<file path="config.mk">
export PLATFORM = sky130hd
export DESIGN_NAME = lsu_mem_stage
export DESIGN_NICKNAME = d
export VERILOG_FILES = /design/src/rtl/lsu_pkg.sv /design/src/rtl/lsu_align.sv /design/src/rtl/lsu_mem_stage.sv
export SDC_FILE = /design/constraint.sdc
export NUM_CORES = 1
export LEC_CHECK = 0
export BUFFER_PORTS_ARGS = -buffer_cell sky130_fd_sc_hd__buf_2
export CORE_MARGIN = 2
export CORE_UTILIZATION = 25
export DETAILED_ROUTE_END_ITERATION = 16
export PLACE_DENSITY = 0.39
export SLEW_MARGIN = 10
export SYNTH_ARGS = -nofsm -noshare
export SYNTH_HDL_FRONTEND = slang
export SYNTH_HIERARCHICAL = 1
export SYNTH_SLANG_ARGS = --single-unit
</file>
<file path="constraint.sdc">
create_clock -name clk -period 5.7 [get_ports clk]
set_input_delay 1.14 -clock clk [delete_from_list [all_inputs] [get_ports clk]]
set_output_delay 1.14 -clock clk [all_outputs]
set_load 0.02 [all_outputs]
</file>
<file path="src/rtl/lsu_pkg.sv">
// ---------------------------------------------------------------------------
// lsu_pkg
// Shared definitions for the memory-access stage:
//   - bit positions of the one-hot mem_func vector (bit 10 = LB ... bit 0 = SD)
//   - exception cause codes reported to the W stage
//   - bus transaction FSM state encoding
//   - small helper to classify a mem_func vector as a load
// ---------------------------------------------------------------------------
package lsu_pkg;

    localparam int F_LB  = 10;
    localparam int F_LBU = 9;
    localparam int F_LH  = 8;
    localparam int F_LHU = 7;
    localparam int F_LW  = 6;
    localparam int F_LWU = 5;
    localparam int F_LD  = 4;
    localparam int F_SB  = 3;
    localparam int F_SH  = 2;
    localparam int F_SW  = 1;
    localparam int F_SD  = 0;

    localparam logic [3:0] CAUSE_ILLEGAL  = 4'd0;
    localparam logic [3:0] CAUSE_LD_MISAL = 4'd4;
    localparam logic [3:0] CAUSE_LD_FAULT = 4'd5;
    localparam logic [3:0] CAUSE_ST_MISAL = 4'd6;
    localparam logic [3:0] CAUSE_ST_FAULT = 4'd7;

    typedef enum logic [1:0] {
        ST_IDLE = 2'd0,
        ST_REQ  = 2'd1,
        ST_RESP = 2'd2
    } lsu_state_e;

    function automatic logic is_load_op(input logic [10:0] func);
        return |func[F_LB:F_LD];
    endfunction

endpackage

</file>
<file path="src/rtl/lsu_align.sv">
// ---------------------------------------------------------------------------
// lsu_align
// Purely combinational data formatting for the memory stage.
//   Request side (current M-stage instruction):
//     req_func, req_off, req_wdata -> is_load, is_store, misaligned, illegal,
//                                     st_data (lane-shifted), st_strb
//   Response side (latched transaction):
//     resp_func, resp_off, resp_data -> ld_data (extracted and extended)
// Offsets are the low three address bits; only the low log2(XLEN/8) of them
// select a byte lane.
// ---------------------------------------------------------------------------
module lsu_align
    import lsu_pkg::*;
#(
    parameter int XLEN = 64
) (
    input  logic [10:0]       req_func,
    input  logic [2:0]        req_off,
    input  logic [XLEN-1:0]   req_wdata,
    input  logic [10:0]       resp_func,
    input  logic [2:0]        resp_off,
    input  logic [XLEN-1:0]   resp_data,
    output logic              is_load,
    output logic              is_store,
    output logic              misaligned,
    output logic              illegal,
    output logic [XLEN-1:0]   st_data,
    output logic [XLEN/8-1:0] st_strb,
    output logic [XLEN-1:0]   ld_data
);

    // On a 32-bit datapath bit 2 of the address is not a lane select.
    localparam logic [2:0] LANE_MASK = (XLEN == 64) ? 3'b111 : 3'b011;

    logic [2:0]      req_lane;
    logic [2:0]      resp_lane;
    logic [7:0]      strb_base;
    logic [7:0]      strb_shifted;
    logic [XLEN-1:0] resp_shifted;

    assign req_lane  = req_off & LANE_MASK;
    assign resp_lane = resp_off & LANE_MASK;

    // Classify the request and check natural alignment against the raw
    // address bits; doubleword ops do not exist on a 32-bit datapath.
    always_comb begin
        is_load    = is_load_op(req_func);
        is_store   = |req_func[F_SB:F_SD];
        illegal    = (XLEN == 32) && (req_func[F_LD] || req_func[F_LWU] || req_func[F_SD]);
        misaligned = ((req_func[F_LH] || req_func[F_LHU] || req_func[F_SH]) && req_off[0])
                  || ((req_func[F_LW] || req_func[F_LWU] || req_func[F_SW]) && (req_off[1:0] != 2'b00))
                  || ((req_func[F_LD] || req_func[F_SD]) && (req_off != 3'b000));
    end

    // Store formatting: move data into its byte lane and build the matching
    // strobe; the strobe is built on 8 bits and trimmed to the bus width.
    always_comb begin
        strb_base = 8'h00;
        if (req_func[F_SB]) strb_base = 8'h01;
        if (req_func[F_SH]) strb_base = 8'h03;
        if (req_func[F_SW]) strb_base = 8'h0F;
        if (req_func[F_SD]) strb_base = 8'hFF;
        strb_shifted = strb_base << req_lane;
        st_strb      = strb_shifted[XLEN/8-1:0];
        st_data      = req_wdata << {req_lane, 3'b000};
    end

    // Load formatting: bring the addressed lane down to bit 0, then truncate
    // and sign- or zero-extend by access size. LD passes the word unchanged.
    always_comb begin
        resp_shifted = resp_data >> {resp_lane, 3'b000};
        ld_data      = resp_shifted;
        if (resp_func[F_LB])  ld_data = XLEN'($signed(resp_shifted[7:0]));
        if (resp_func[F_LBU]) ld_data = XLEN'(resp_shifted[7:0]);
        if (resp_func[F_LH])  ld_data = XLEN'($signed(resp_shifted[15:0]));
        if (resp_func[F_LHU]) ld_data = XLEN'(resp_shifted[15:0]);
        if (resp_func[F_LW])  ld_data = XLEN'($signed(resp_shifted[31:0]));
        if (resp_func[F_LWU]) ld_data = XLEN'(resp_shifted[31:0]);
    end

endmodule

</file>
<file path="src/rtl/lsu_mem_stage.sv">
// ---------------------------------------------------------------------------
// lsu_mem_stage
// Memory-access stage between EX/M and WB using a valid/ready request and
// an always-accepted response channel. At most one transaction is in flight.
//   Pipeline in : in_valid, flushM, stall_in, mem_func, addr, wdata,
//                 rd_we_in, rd_addr_in, rd_data_in
//   Pipeline out: stall_req (combinational freeze of F..M)
//   Bus request : bus_req_valid/ready, bus_req_we, bus_req_addr (lane bits
//                 zeroed), bus_req_wdata, bus_req_wstrb
//   Bus response: bus_resp_valid, bus_resp_data, bus_resp_err
//   W stage     : out_valid, out_rd_we, out_rd_addr, out_rd_data,
//                 exc_valid, exc_cause, exc_tval
// ---------------------------------------------------------------------------
module lsu_mem_stage
    import lsu_pkg::*;
#(
    parameter int XLEN   = 64,
    parameter int ADDR_W = 64
) (
    input  logic              clk,
    input  logic              rst_n,
    input  logic              in_valid,
    input  logic              flushM,
    input  logic              stall_in,
    input  logic [10:0]       mem_func,
    input  logic [ADDR_W-1:0] addr,
    input  logic [XLEN-1:0]   wdata,
    input  logic              rd_we_in,
    input  logic [4:0]        rd_addr_in,
    input  logic [XLEN-1:0]   rd_data_in,
    output logic              stall_req,
    output logic              bus_req_valid,
    input  logic              bus_req_ready,
    output logic              bus_req_we,
    output logic [ADDR_W-1:0] bus_req_addr,
    output logic [XLEN-1:0]   bus_req_wdata,
    output logic [XLEN/8-1:0] bus_req_wstrb,
    input  logic              bus_resp_valid,
    input  logic [XLEN-1:0]   bus_resp_data,
    input  logic              bus_resp_err,
    output logic              out_valid,
    output logic              out_rd_we,
    output logic [4:0]        out_rd_addr,
    output logic [XLEN-1:0]   out_rd_data,
    output logic              exc_valid,
    output logic [3:0]        exc_cause,
    output logic [ADDR_W-1:0] exc_tval
);

    localparam int LANE_BITS = $clog2(XLEN/8);

    lsu_state_e state_q, state_d;
    logic       kill_q;

    logic              lat_we;
    logic [10:0]       lat_func;
    logic [ADDR_W-1:0] lat_addr;
    logic [XLEN-1:0]   lat_wdata;
    logic [XLEN/8-1:0] lat_wstrb;
    logic              lat_rd_we;
    logic [4:0]        lat_rd_addr;

    logic              hold_valid;
    logic              h_valid;
    logic              h_rd_we;
    logic [4:0]        h_rd_addr;
    logic [XLEN-1:0]   h_rd_data;
    logic              h_exc;
    logic [3:0]        h_cause;
    logic [ADDR_W-1:0] h_tval;

    logic              w_valid;
    logic              w_rd_we;
    logic [4:0]        w_rd_addr;
    logic [XLEN-1:0]   w_rd_data;
    logic              w_exc;
    logic [3:0]        w_cause;
    logic [ADDR_W-1:0] w_tval;

    logic              op_load, op_store, op_misal, op_illegal;
    logic [XLEN-1:0]   st_data, ld_data;
    logic [XLEN/8-1:0] st_strb;
    logic              start, resp_done, w_en;

    lsu_align #(.XLEN(XLEN)) u_align (
        .req_func   (mem_func),
        .req_off    (addr[2:0]),
        .req_wdata  (wdata),
        .resp_func  (lat_func),
        .resp_off   (lat_addr[2:0]),
        .resp_data  (bus_resp_data),
        .is_load    (op_load),
        .is_store   (op_store),
        .misaligned (op_misal),
        .illegal    (op_illegal),
        .st_data    (st_data),
        .st_strb    (st_strb),
        .ld_data    (ld_data)
    );

    // A bus transaction starts only from IDLE for a legal, aligned memory op
    // that is not being flushed. A pending held result blocks a restart of
    // the instruction it belongs to while the pipeline is still frozen.
    assign start     = (state_q == ST_IDLE) && in_valid && (|mem_func)
                    && !op_misal && !op_illegal && !flushM && !hold_valid;
    assign resp_done = (state_q == ST_RESP) && bus_resp_valid;
    assign w_en      = !stall_in && !stall_req;

    assign bus_req_valid = (state_q == ST_REQ);
    assign bus_req_we    = lat_we;
    assign bus_req_addr  = {lat_addr[ADDR_W-1:LANE_BITS], {LANE_BITS{1'b0}}};
    assign bus_req_wdata = lat_wdata;
    assign bus_req_wstrb = lat_wstrb;

    // State register.
    always_ff @(posedge clk or negedge rst_n) begin
        if (!rst_n) begin
            state_q <= ST_IDLE;
        end else begin
            state_q <= state_d;
        end
    end

    // Next-state and pipeline stall. The stall drops in the cycle the
    // response arrives so the W registers can capture it on that edge.
    always_comb begin
        state_d   = state_q;
        stall_req = 1'b0;
        unique case (state_q)
            ST_IDLE: begin
                if (start) begin
                    state_d   = ST_REQ;
                    stall_req = 1'b1;
                end
            end
            ST_REQ: begin
                stall_req = 1'b1;
                if (bus_req_ready) state_d = ST_RESP;
            end
            ST_RESP: begin
                if (bus_resp_valid) state_d = ST_IDLE;
                else                stall_req = 1'b1;
            end
            default: state_d = ST_IDLE;
        endcase
    end

    // Kill flag: a flush that lands while the bus is busy cannot cancel the
    // handshake, so it is remembered and applied to the response instead.
    always_ff @(posedge clk or negedge rst_n) begin
        if (!rst_n) begin
            kill_q <= 1'b0;
        end else if (resp_done) begin
            kill_q <= 1'b0;
        end else if (flushM && (state_q != ST_IDLE)) begin
            kill_q <= 1'b1;
        end
    end

    // Request fields are captured once on entry to REQ and held stable until
    // the next transaction; loads carry no write data or strobes.
    always_ff @(posedge clk or negedge rst_n) begin
        if (!rst_n) begin
            lat_we      <= 1'b0;
            lat_func    <= '0;
            lat_addr    <= '0;
            lat_wdata   <= '0;
            lat_wstrb   <= '0;
            lat_rd_we   <= 1'b0;
            lat_rd_addr <= '0;
        end else if (start) begin
            lat_we      <= op_store;
            lat_func    <= mem_func;
            lat_addr    <= addr;
            lat_wdata   <= op_store ? st_data : '0;
            lat_wstrb   <= op_store ? st_strb : '0;
            lat_rd_we   <= rd_we_in;
            lat_rd_addr <= rd_addr_in;
        end
    end

    // Value headed for the W stage. A completing transaction wins, then a
    // held result, then whatever the M stage presents (bubble, exception or
    // plain ALU result). Exceptions never write rd.
    always_comb begin
        w_valid   = 1'b0;
        w_rd_we   = 1'b0;
        w_rd_addr = '0;
        w_rd_data = '0;
        w_exc     = 1'b0;
        w_cause   = '0;
        w_tval    = '0;
        if (resp_done) begin
            if (!kill_q && !flushM) begin
                w_valid   = 1'b1;
                w_rd_addr = lat_rd_addr;
                if (bus_resp_err) begin
                    w_exc   = 1'b1;
                    w_cause = lat_we ? CAUSE_ST_FAULT : CAUSE_LD_FAULT;
                    w_tval  = lat_addr;
                end else if (lat_we) begin
                    w_rd_data = rd_data_in;
                end else begin
                    w_rd_we   = lat_rd_we;
                    w_rd_data = ld_data;
                end
            end
        end else if (hold_valid) begin
            w_valid   = h_valid;
            w_rd_we   = h_rd_we;
            w_rd_addr = h_rd_addr;
            w_rd_data = h_rd_data;
            w_exc     = h_exc;
            w_cause   = h_cause;
            w_tval    = h_tval;
        end else if (in_valid && !flushM) begin
            w_valid   = 1'b1;
            w_rd_addr = rd_addr_in;
            if (op_illegal) begin
                w_exc   = 1'b1;
                w_cause = CAUSE_ILLEGAL;
                w_tval  = addr;
            end else if (op_misal) begin
                w_exc   = 1'b1;
                w_cause = op_load ? CAUSE_LD_MISAL : CAUSE_ST_MISAL;
                w_tval  = addr;
            end else begin
                w_rd_we   = rd_we_in;
                w_rd_data = rd_data_in;
            end
        end
    end

    // W-stage registers advance only when neither downstream nor this stage
    // is stalling.
    always_ff @(posedge clk or negedge rst_n) begin
        if (!rst_n) begin
            out_valid   <= 1'b0;
            out_rd_we   <= 1'b0;
            out_rd_addr <= '0;
            out_rd_data <= '0;
            exc_valid   <= 1'b0;
            exc_cause   <= '0;
            exc_tval    <= '0;
        end else if (w_en) begin
            out_valid   <= w_valid;
            out_rd_we   <= w_rd_we;
            out_rd_addr <= w_rd_addr;
            out_rd_data <= w_rd_data;
            exc_valid   <= w_exc;
            exc_cause   <= w_cause;
            exc_tval    <= w_tval;
        end
    end

    // One-entry result buffer: a response that completes while downstream is
    // stalled is parked here (the FSM is already back in IDLE) and drained
    // into W on the first unstalled cycle.
    always_ff @(posedge clk or negedge rst_n) begin
        if (!rst_n) begin
            hold_valid <= 1'b0;
            h_valid    <= 1'b0;
            h_rd_we    <= 1'b0;
            h_rd_addr  <= '0;
            h_rd_data  <= '0;
            h_exc      <= 1'b0;
            h_cause    <= '0;
            h_tval     <= '0;
        end else if (w_en) begin
            hold_valid <= 1'b0;
        end else if (resp_done && stall_in) begin
            hold_valid <= 1'b1;
            h_valid    <= w_valid;
            h_rd_we    <= w_rd_we;
            h_rd_addr  <= w_rd_addr;
            h_rd_data  <= w_rd_data;
            h_exc      <= w_exc;
            h_cause    <= w_cause;
            h_tval     <= w_tval;
        end
    end

endmodule
</file>
==> Word level (Yosys, flattened, before mapping) <==
Index checks and enable logic that the tools add are counted.
{ "word_totals": {"out_inout_bits": 279, "word_cells": 136, "register_bits": 438, "input_bits": 281} }
{ "classes": {"shift": 3, "eq_ne": 5, "bitwise": 1, "n_reduce_logical": 38, "mux": 65} }
{ "op_table": {"columns": ["cell", "n"], "rows": [
  ["2-to-1 mux 64 bit", 20],
  ["<< shifter 64 x 6 -> 64 bit", 1],
  [">> shifter 64 x 6 -> 64 bit", 1],
  ["2-to-1 mux 1 bit", 24],
  ["2-to-1 mux 5 bit", 4],
  ["2-to-1 mux 8 bit", 2],
  ["logical AND 1 bit", 14],
  ["2-to-1 mux 2 bit", 6],
  ["2-to-1 mux 3 bit", 4],
  ["2-to-1 mux 4 bit", 3],
  ["OR reduction 11 bit", 1],
  ["nonzero test 2 bit", 4],
  ["<< shifter 8 x 3 -> 8 bit", 1],
  ["logical OR 1 bit", 7],
  ["OR reduction 7 bit", 1],
  ["logical NOT 1 bit", 6],
  ["one-hot mux 2 bit (3 select lines)", 1],
  ["inequality test 2 bit, second input constant", 2],
  ["OR reduction 4 bit", 1],
  ["one-hot mux 1 bit (3 select lines)", 1],
  ["AND reduction 3 bit", 1],
  ["nonzero test 3 bit", 1],
  ["equality test 2 x 1 -> 1 bit, second input constant", 1],
  ["equality test 2 bit, second input constant", 1],
  ["4 further kinds", 4]
]} }

==> Logic depth before layout (Yosys ltp) <==
Gate-level depths: netlist of run 1.
{ "depth": {"word_depth": 15, "ltp_mapped": 12, "mapped_depth_nobuf": 8} }

==> Hierarchy <==
The synthesis of run 1 kept the hierarchy.
{ "modules_own_cells": {"columns": ["module", "area_per_inst_um2", "cells_per_inst", "instances"], "rows": [
  ["lsu_mem_stage", 20754.9, 1841, 1],
  ["lsu_align", 4098.9, 652, 1]
]} }

==> Worst setup path after synthesis of run 1 <==
Ideal clock, no wire load.
{ "synth_timing": {"path_kind": "input -> output", "startpoint": "in mem_func[5]", "endpoint": "out stall_req", "t_arrival_ns": 3.495, "slack_ns": 1.065, "path_stages": 9, "t_required_ns": 4.560, "n_path_buf": 2, "cell_sequence": "or3_1 -> or3_1 -> o21ai_0 -> nand3_1 -> nor2_1 -> clkbuf_1 -> clkbuf_1 -> nand3_1 -> a21boi_0"} }
{ "synth_between": {"elab_chain_len": 11, "elab_cells_between_ends": 13} }
{ "synth_lines": {"columns": ["element", "line", "source"], "rows": [
  ["start, declared", "lsu_mem_stage.sv:25", "input logic [10:0] mem_func,"],
  ["logical OR 1 bit (2 in a row)", "lsu_align.sv:51", "|| ((req_func[F_LW] || req_func[F_LWU] || req_func[F_SW]) && (req_off[1:0] != 2'b00))"],
  ["logical AND 1 bit", "lsu_align.sv:51", null],
  ["logical OR 1 bit", "lsu_align.sv:51", null],
  ["logical OR 1 bit", "lsu_align.sv:52", "|| ((req_func[F_LD] || req_func[F_SD]) && (req_off != 3'b000));"],
  ["named net op_misal", "lsu_mem_stage.sv:80", "logic op_load, op_store, op_misal, op_illegal;"],
  ["logical NOT 1 bit", "lsu_mem_stage.sv:105", "&& !op_misal && !op_illegal && !flushM && !hold_valid;"],
  ["logical AND 1 bit (3 in a row)", "lsu_mem_stage.sv:105", null],
  ["2-to-1 mux 1 bit", "lsu_mem_stage.sv:131", "if (start) begin"],
  ["one-hot mux 1 bit (3 select lines)", "lsu_mem_stage.sv:129", "unique case (state_q)"],
  ["end, declared", "lsu_mem_stage.sv:31", "output logic stall_req,"]
]} }
The timed path passes the listed nets, and every way through them passes these cells.

==> Worst setup path after layout of run 1 <==
Ends and elaborated chain as after synthesis.

==> results of run 1 <==
==> worst register-to-register path: stages, from the launching register on <==
cell and delay [ns]:
dfrtp_4 0.52, buf_4 0.71, nand3b_1 0.25, o2111a_1 0.25, a211oi_4 0.08, a21boi_2 0.71, o21ai_0 0.41, mux2i_1 0.28
o22ai_1 0.13, mux2_1 0.34
==> worst max path at each step <==
stage | from | end | slack (ns) | cells after the start
floorplan | mem_func[5] | stall_req | 1.07 | 9
global placement | mem_func[5] | stall_req | 1.38 | 9
detailed placement | mem_func[5] | stall_req | 1.46 | 9
CTS | mem_func[5] | stall_req | 1.44 | 9
global route | mem_func[5] | stall_req | 1.33 | 9
finish | mem_func[5] | stall_req | 1.46 | 9
==> per-layer routing <==
metal | vias up | share of wire, % | routed length (microns)
met2 | 634 | 48 | 48130
met3 | 135 | 5.2 | 5243
met4 | 8 | 2.8 | 2757
met5 | - | 0.046 | 46
li1 | 9658 | - | -
met1 | 10564 | 44 | 43930
==> layout make-up <==
type	count	area [sq um]
Fill cell	10393	68300
Tap cell	1287	1610
Timing Repair Buffer	595	3203
Sequential cell	433	10850
Multi-Input combinational cell	1674	12020
Inverter	79	296.5
Clock buffer	81	1707
Clock inverter	15	117.6
Antenna cell	11	27.53
==> report_power, final <==
| part | internal [mW] | switching (mW) |
|---|---|---|
| logic | 1.07 | 2.02 |
| clock network | 2.07 | 1.49 |
| registers | 3.43 | 0.360 |
==> state kept, by name (all words and copies together), names as in the netlist, 2 cells and up <==
name / cells
exc_tval: 64
out_rd_data: 64
h_rd_data: 64
state_q: 2
h_rd_addr: 5
exc_cause: 4
bus_req_wstrb: 8
h_tval: 64
lat_rd_addr: 5
lat_func: 6
out_rd_addr: 5
bus_req_wdata: 64
h_cause: 4
lat_addr: 64
==> layout by cell type (no fill, tap or decap), drive strengths merged, types with 20 or more instances in the layout <==
cell / n
clkbuf: 81
nand2: 355
o2bb2ai: 65
mux2: 267
a32oi: 130
o21ai: 185
nand3: 20
dfrtp: 433
o22ai: 75
o31ai: 66
nor2: 92
buf: 595
a21oi: 80
inv: 81
mux2i: 221
==> metrics by stage <==
| step | hold slack [ns] | area [sq um] |
|---|---|---|
| after global routing | 0.4991 | 29820 |
| after detailed placement | 0.4666 | 27980 |
| after CTS | 0.4790 | 29810 |
| after global placement | 0.4599 | 27980 |
| after floorplan | 0.4439 | 24680 |
| final | 0.4768 | 29830 |
==> reports/qor.tcl, run 1 <==
set qor(result_of_the_run) {finished clean}
set qor(layout.cells.non_filler) 4175
set qor(worstHoldPathCells) 2
set qor(final_hold_vios) 0
set qor(path_cells) {buf_2 > or3_1 > or3_1 > o21ai_0 > nand3_1 > nor2_4 > nand3_1 > a21boi_0 > buf_2}
set qor(proportion_of_layout_cells_with_a_drive_suffix_above_1_pct) 32.22
set qor(fin_crit_sh_pct) 74.41
set qor(tritoncts) {done}
set qor(detail_route.wirelength_mm) 100.1
set qor(grt_pass1_vias) 21577
set qor(cts_root_buf) {clkbuf_16}
set qor(post_cts.repair.setup_buffers) 0
set qor(critPathSlowestCell) {or3_1}
set qor(chipWidth_microns) 318.2
set qor(dp.cells) 4068
set qor(timing.setup.critical_path_class) {in2out}
set qor(critPathTopFamily) {simple AND/OR/NAND/NOR gates}
set qor(buffer_ports.inserted) 556
set qor(min-delay-path-class) {reg2reg}
set qor(drt_drc_violations_left) 0
set qor(reg2reg_to) {out_rd_data[16]$_DFFE_PN0P_}
set qor(final.min_clock_period_ns) 4.241
set qor(finalClockSkew_ns) 0.02488
set qor(dieHeight_microns) 318.2
set qor(crit_path_start_kind) {input port}
set qor(grt_usage_pct) 19.16
set qor(fp-row-count) 115
set qor(timing.reg2reg.setup_slack_ns) 1.92
set qor(floorplan.initialDensity_pct) 25.14
set qor(clk_latency_ns) 0.67
set qor(cts_buffer_count) 56
set qor(max_slew.worst_pin.slew_ns) 1.123
set qor(yosysWarnings) 6
set qor(io-pin-count) 560
set qor(grtUsageMet1_pct) 24.83
set qor(worst_slack_at_placement_ns) 1.458
set qor(max_clock_freq_ghz) 0.2358
set qor(fin_tns_setup_ns) 0
set qor(cp-end-kind) {output port}
set qor(layout.nets) 3120
set qor(ctsLongestPathBuffers) 3
set qor(netlist_area_sq_mm) 0.02467
set qor(grt_remaining_overflow) 0
set qor(grtUsageMet2_pct) 32.29
set qor(finalSetupViolCount) 0
set qor(drt_first_pass_iters) 5
set qor(power.leakage_nw) 14.33
set qor(cp_data_arrival_time_ns) 3.10
set qor(power-per-cell-area_mw_per_mm2) 349.6
set qor(area_of_the_die_sq_mm) 0.1012
set qor(irDropWorstVdd_uv) 224.3
set qor(utilization_pct) 30.40
set qor(via_per_inst) 5.030
set qor(cts.htree.levels) 2
set qor(coreArea_sq_mm) 0.09813
set qor(wire_length_of_the_first_global_routing_pass_mm) 148.5
set qor(clock_sink_count) 433
set qor(critical_path_peak_fanout) 4
set qor(grt_setup_unrepaired) {false}
set qor(worstPathRequired_ns) 4.56
set qor(reg_to_reg_start) {lat_addr[1]$_DFFE_PN0P_}
set qor(syn_avg_cell_area_sq_um) 9.937
set qor(cts-resized-gates) 0
set qor(overall_power_of_the_completed_layout_mw) 10.43
set qor(max_slew_margin_pct) 25.16
set qor(hpwl_mm) 67.74
set qor(final_max_slew_viol_count) 0
set qor(clk_pin_slew_ns) 0.06
set qor(worstHoldStart) {h_rd_data[57]$_DFFE_PN0P_}
set qor(postLayoutSetupSlackWorst_ns) 1.459
set qor(dr_total_vias) 20999
set qor(wl_per_cell_microns) 23.98
set qor(slowest_delay_ns) 0.38
set qor(dr.first_iter.drc_count) 1238
set qor(cts.hold.buffers_added) 0
set qor(drv.max_cap_violation_count) 0
set qor(worst_r2r_path_depth) 9
set qor(postRouteAntennaNets) 0
set qor(syn_to_final_growth_pct) 20.92
set qor(gp_routability_congestion) 0.8398
set qor(worstPathBufferInverterCount) 2
set qor(grt_busiest_layer) {met2}
set qor(initial_antenna_violation_count) 16
set qor(grt_start_max_net_pins) 141
set qor(post_synth_inst_count) 2483
set qor(timing.hold.worst_endpoint) {h_rd_data[57]$_DFFE_PN0P_}
set qor(grt_util_met3_pct) 3.523
Note: power is estimated with default switching activity, not from simulation.
==> inputs of run 2 (changes only) <==
--- a/config.mk
+++ b/config.mk
@@ -9,7 +9,7 @@
 export CORE_MARGIN = 2
 export CORE_UTILIZATION = 25
 export DETAILED_ROUTE_END_ITERATION = 16
-export PLACE_DENSITY = 0.39
+export PLACE_DENSITY = 0.41
 export SLEW_MARGIN = 10
 export SYNTH_ARGS = -nofsm -noshare
 export SYNTH_HDL_FRONTEND = slang
==> constraint.sdc (replaced) <==
create_clock -name clk -period 3.75 [get_ports clk]
set_input_delay 0.75 -clock clk [delete_from_list [all_inputs] [get_ports clk]]
set_output_delay 0.75 -clock clk [all_outputs]
set_load 0.02 [all_outputs]
==> run 2 against run 1 <==
  * Worst setup slack worse by 1.1 ns
  * Cell count increased by 0.50%
  * Sequential cell count stayed put
  * Highest routed layer unchanged
  * Sequential share of layout area shrank 0.45 points
  * Worst hold slack worse by 0.41 ns
  * Total power is 53% higher
  * Critical path type unchanged
  * Critical endpoint unchanged
  * First-iteration DRC count rose by 43%
==> reports/qor.tcl, run 2 (synthesized netlist as in run 1, its figures left out) <==
set qor(grt_pass1_vias) 21814
set qor(drv.max_cap_violation_count) 0
set qor(hpwl_mm) 67.67
set qor(timing.setup.critical_path_class) {in2out}
set qor(power-per-cell-area_mw_per_mm2) 529.2
set qor(cts.hold.buffers_added) 0
set qor(fin_tns_setup_ns) 0
set qor(post_cts.repair.setup_buffers) 0
set qor(layout_commonest_cell) {buf_2}
set qor(chipWidth_microns) 318.2
set qor(cts_root_buf) {clkbuf_16}
set qor(finalSetupViolCount) 0
set qor(cp-end-kind) {output port}
set qor(tritoncts) {done}
set qor(power.leakage_nw) 14.52
set qor(gp_routability_congestion) 0.8675
set qor(crit_path_start_kind) {input port}
set qor(fin_crit_sh_pct) 90.72
set qor(cts-resized-gates) 0
set qor(via_per_inst) 5.078
set qor(area_of_the_die_sq_mm) 0.1012
set qor(syn_to_final_growth_pct) 22.43
set qor(finalClockSkew_ns) 0.02602
set qor(cts.htree.levels) 2
set qor(wl_per_cell_microns) 23.30
set qor(highest_layer) {met5}
set qor(detail_route.wirelength_mm) 97.78
set qor(drt_drc_violations_left) 0
set qor(floorplan.initialDensity_pct) 25.14
set qor(critical_path_peak_fanout) 4
set qor(max_slew.worst_pin.slew_ns) 1.121
set qor(max_slew_margin_pct) 25.28
set qor(cp_data_arrival_time_ns) 2.65
set qor(fp-row-count) 115
set qor(result_of_the_run) {finished clean}
set qor(dr_wl_met3_mm) 5.882
set qor(detailed_place.area_sq_mm) 0.02830
set qor(grt_usage_pct) 18.78
set qor(worstPathRequired_ns) 3.00
set qor(clk_pin_slew_ns) 0.06
set qor(wire_length_of_the_first_global_routing_pass_mm) 145.5
set qor(path_cells) {buf_2 > or3_1 > or3_1 > o21ai_0 > nand3_1 > nor2_4 > nand3_1 > a21boi_1 > buf_2}
set qor(irDropWorstVdd_uv) 330.4
set qor(grt_setup_unrepaired) {false}
set qor(drt_first_pass_iters) 5
set qor(ctsLongestPathBuffers) 3
set qor(min-delay-path-class) {in2async}
set qor(max_clock_freq_ghz) 0.2940
set qor(postRouteAntennaNets) 0
set qor(wl_met1_mm) 42.12
set qor(buffer_ports.inserted) 556
set qor(critPathSlowestCell) {or3_1}
set qor(initial_antenna_violation_count) 18
set qor(cts_buffer_count) 55
set qor(dr.first_iter.drc_count) 1767
set qor(io-pin-count) 560
set qor(final_hold_vios) 0
set qor(coreArea_sq_mm) 0.09813
set qor(grt_remaining_overflow) 0
set qor(dr_total_vias) 21309
set qor(route.met2.wl_mm) 45.77
set qor(slowest_delay_ns) 0.40
set qor(layout.nets) 3141
set qor(dieHeight_microns) 318.2
set qor(grt_start_max_net_pins) 123
set qor(final_max_slew_viol_count) 0
set qor(proportion_of_layout_cells_with_a_drive_suffix_above_1_pct) 32.78
set qor(clk_latency_ns) 0.67
set qor(clock_sink_count) 433
set qor(final_design_area_no_fill_sq_mm) 0.03021
set qor(final.min_clock_period_ns) 3.402
set qor(final_cell_mix) {buf_2 (553), dfrtp_1 (428), nand2_1 (354), mux2i_1 (221), mux2_2 (193)}
==> run 2: worst max-delay path: cells and delay by family <==
family,cells,cell delay [ns]
and+or+nand+nor,5,1.23
buffers and inverters,2,0.33
AOI/OAI and AO/OA,2,0.33
==> run 2: path summary, 6_finish.rpt <==
check,cells after the start,slack (ns),start,endpoint
setup reg to reg,9,0.54,lat_addr[0]$_DFFE_PN0P_,out_rd_data[11]$_DFFE_PN0P_
setup / recovery,9,0.35,mem_func[5],stall_req
hold reg to reg,1,0.48,out_rd_data[30]$_DFFE_PN0P_,out_rd_data[30]$_DFFE_PN0P_
hold / removal,1,0.07,rst_n,h_rd_data[29]$_DFFE_PN0P_
max in group asynchronous,2,2.76,rst_n,bus_req_wdata[48]$_DFFE_PN0P_
min in group clk,2,0.30,bus_req_ready,state_q[0]$_DFFE_PN0P_
==> run 2: report_power, final <==
| group | internal [mW] | switching (mW) |
|---|---|---|
| combinational | 1.66 | 3.05 |
| clock | 3.26 | 2.29 |
| sequential | 5.21 | 0.523 |
| total | 10.1 | 5.86 |
==> run 2: layer usage <==
layer	vias to the layer above	GRT usage (%)
met5	-	0
met4	20	8.152
met3	179	3.542
met2	760	30.54
met1	10639	24.31
li1	9711	-
==> run 2: final cells by class <==
| type | count | area (sq um) |
|---|---|---|
| diodes | 8 | 20.02 |
| clock buffers | 75 | 1602 |
| clock inverters | 23 | 286.5 |
| fillers | 10291 | 67930 |
| inverters | 79 | 296.5 |
| multi-input cells | 1674 | 12020 |
| flip-flops and latches | 433 | 10850 |
| well taps | 1287 | 1610 |
| repair buffers | 617 | 3518 |
==> run 2: through the flow <==
step	util, %	cells	setup slack [ns]	total power [mW]	hold slack [ns]
after floorplan	-	2485	0.04712	8.817	0.4439
final	30.78	4196	0.3482	15.99	0.06832
after global routing	30.78	4194	0.2076	16.83	0.09988
after CTS	30.76	4188	0.3299	16.26	0.06078
after detailed placement	28.84	4090	0.2931	10.55	0.4667
after global placement	28.84	4090	0.2445	10.51	0.4565
==> inputs of run 3 (changes only) <==
--- a/config.mk
+++ b/config.mk
@@ -5,11 +5,11 @@
 export SDC_FILE = /design/constraint.sdc
 export NUM_CORES = 1
 export LEC_CHECK = 0
-export BUFFER_PORTS_ARGS = -buffer_cell sky130_fd_sc_hd__buf_2
 export CORE_MARGIN = 2
 export CORE_UTILIZATION = 25
 export DETAILED_ROUTE_END_ITERATION = 16
-export PLACE_DENSITY = 0.41
+export DONT_BUFFER_PORTS = 1
+export PLACE_DENSITY = 0.36
 export SLEW_MARGIN = 10
 export SYNTH_ARGS = -nofsm -noshare
 export SYNTH_HDL_FRONTEND = slang
==> run 3 against run 2 <==
  * Critical path type unchanged
  * Total power decreased by 3.8%
  * Maximum frequency up 6.1%
  * The run now ends with hold timing, slew limit left
  * Global-route usage shrank 0.36 points
  * First-iteration DRC count fell by 36%
  * Register-to-register slack better by 0.04 ns
==> reports/qor.tcl, run 3 (synthesized netlist as in run 1, its figures left out) <==
set qor(max_clock_freq_ghz) 0.3119
set qor(timing.reg2reg.setup_slack_ns) 0.58
set qor(fin_tns_setup_ns) 0
set qor(critical_path_peak_fanout) 4
set qor(power-per-cell-area_mw_per_mm2) 565.1
set qor(crit_path_start_kind) {input port}
set qor(power.clock.fraction_pct) 37.8
set qor(buffer_ports.inserted) 0
set qor(dr.first_iter.drc_count) 1127
set qor(fin_crit_sh_pct) 85.49
set qor(wire_length_of_the_first_global_routing_pass_mm) 140.7
set qor(drv.max_cap_violation_count) 0
set qor(min-delay-path-class) {in2async}
set qor(proportion_of_layout_cells_with_a_drive_suffix_above_1_pct) 16.06
set qor(worstPathRequired_ns) 3.00
set qor(netSwitchingFraction_pct) 35.91
set qor(finalSetupViolCount) 0
set qor(cp_data_arrival_time_ns) 2.46
set qor(io-pin-count) 560
set qor(ctsLongestPathBuffers) 3
set qor(wl_per_cell_microns) 26.44
set qor(power_frac_seq_pct) 42.8
set qor(cp-end-kind) {output port}
set qor(finalClockSkew_ns) 0.01490
set qor(final_max_slew_viol_count) 359
set qor(grt_remaining_overflow) 0
set qor(intPower_mw) 9.856
set qor(hpwl_mm) 63.41
set qor(irDropWorstVdd_uv) 388.9
set qor(clk_latency_ns) 0.66
set qor(cts.htree.levels) 2
set qor(reg_to_reg_start) {lat_addr[1]$_DFFE_PN0P_}
set qor(reg2reg_to) {out_rd_data[8]$_DFFE_PN0P_}
set qor(timing.setup.critical_path_class) {in2out}
set qor(cts_root_buf) {clkbuf_16}
set qor(coreArea_sq_mm) 0.09813
set qor(postRouteAntennaNets) 0
set qor(max_slew.worst_pin.slew_ns) 3.389
set qor(detailed_place.area_sq_mm) 0.02524
set qor(final.min_clock_period_ns) 3.206
set qor(drt_drc_violations_left) 0
set qor(grt_usage_pct) 18.43
set qor(dr_total_vias) 18738
set qor(fin_hold_ws_ns) -0.1845
set qor(drt_first_pass_iters) 5
set qor(cts_buffer_count) 58
set qor(chipWidth_microns) 318.2
set qor(clock_sink_count) 433
set qor(final_design_area_no_fill_sq_mm) 0.02722
set qor(dieHeight_microns) 318.2
set qor(power.leakage_nw) 12.00
set qor(result_of_the_run) {complete, but fails checks}
set qor(layout_commonest_cell) {dfrtp_1}
set qor(initial_antenna_violation_count) 3
set qor(fp-row-count) 115
set qor(max_slew_margin_pct) -125.9
set qor(grt_pass1_vias) 19056
set qor(tritoncts) {done}
set qor(share_comb_of_total_power_pct) 19.5
set qor(via_per_inst) 5.181
set qor(gp_routability_congestion) 0.8314
set qor(area_of_the_die_sq_mm) 0.1012
set qor(syn_to_final_growth_pct) 10.32
set qor(clk_pin_slew_ns) 0.05
set qor(net-switching-power_mw) 5.524
set qor(violations) {hold timing, slew limit}
set qor(final_cell_mix) {dfrtp_1 (428), nand2_1 (354), mux2i_1 (221), mux2_2 (193), o21ai_0 (166)}
set qor(grt_setup_unrepaired) {false}
set qor(detail_route.wirelength_mm) 95.64
set qor(final_hold_vios) 39
set qor(floorplan.initialDensity_pct) 25.14
set qor(layout.nets) 2566
set qor(grt_start_max_net_pins) 434
set qor(worst_r2r_path_depth) 8
==> run 3: final cells by class <==
cell class / instances / area (sq um)
antenna: 1 / 2.502
clock buffer: 84 / 1720
clock inverter: 20 / 259.0
fill: 10301 / 70910
inverter: 79 / 296.5
multi-input combinational: 1674 / 12020
sequential: 433 / 10850
tap: 1287 / 1610
timing repair buffer: 39 / 455.4
==> run 3: worst max-delay path: stages <==
cell and delay, ns:
or3_1 0.37, or3_1 0.33, o21ai_0 0.16, nand3_1 0.21, nor2_4 0.23, nand3_1 0.09
a21boi_1 0.15, buf_4 0.17
==> run 3: layer usage <==
layer	global-route usage, %	share of wire (%)
met5	0	0
met4	5.456	2.5
met3	6.035	8.1
met2	30.44	48
met1	22.81	42
==> run 3: power by group through the flow <==
stage / Sequential [mW] / Clock (mW) / Combinational [mW]
6_report: 6.58 / 5.81 / 3.00
3_3_place_gp: 6.69 / 0 / 2.98
5_1_grt: 6.67 / 6.24 / 3.29
4_1_cts: 6.62 / 6.05 / 3.03
3_5_place_dp: 6.70 / 0 / 3.02
2_1_floorplan: 5.99 / 0 / 2.82
==> run 3: how the worst max path moves through the flow <==
stage / cells past startpoint / startpoint / endpoint
floorplan: 9 / mem_func[5] / stall_req
global placement: 9 / mem_func[5] / exc_tval[52]$_DFFE_PN0P_
detailed placement: 9 / mem_func[5] / exc_tval[43]$_DFFE_PN0P_
CTS: 8 / mem_func[5] / stall_req
global route: 8 / mem_func[5] / stall_req
finish: 8 / mem_func[5] / stall_req
==> run 3: repair_timing <==
item	in CTS	in global routing
endpoints found under the hold margin	433	433
buffers inserted	0	0
gates resized for setup	0	0
==> run 3: metrics by stage <==
step           util (%)  power, mW  cells  hold WS (ns)  setup WS (ns)
2_1_floorplan         -      8.817   2485        0.4439        0.04712
3_3_place_gp      25.72      9.678   3512        0.4554         0.4447
3_5_place_dp      25.72      9.712   3512        0.4630         0.4554
4_1_cts           27.73      15.69   3616       -0.2562         0.5218
5_1_grt           27.74      16.20   3617       -0.2421         0.3556
6_report          27.74      15.38   3617       -0.1845         0.5440
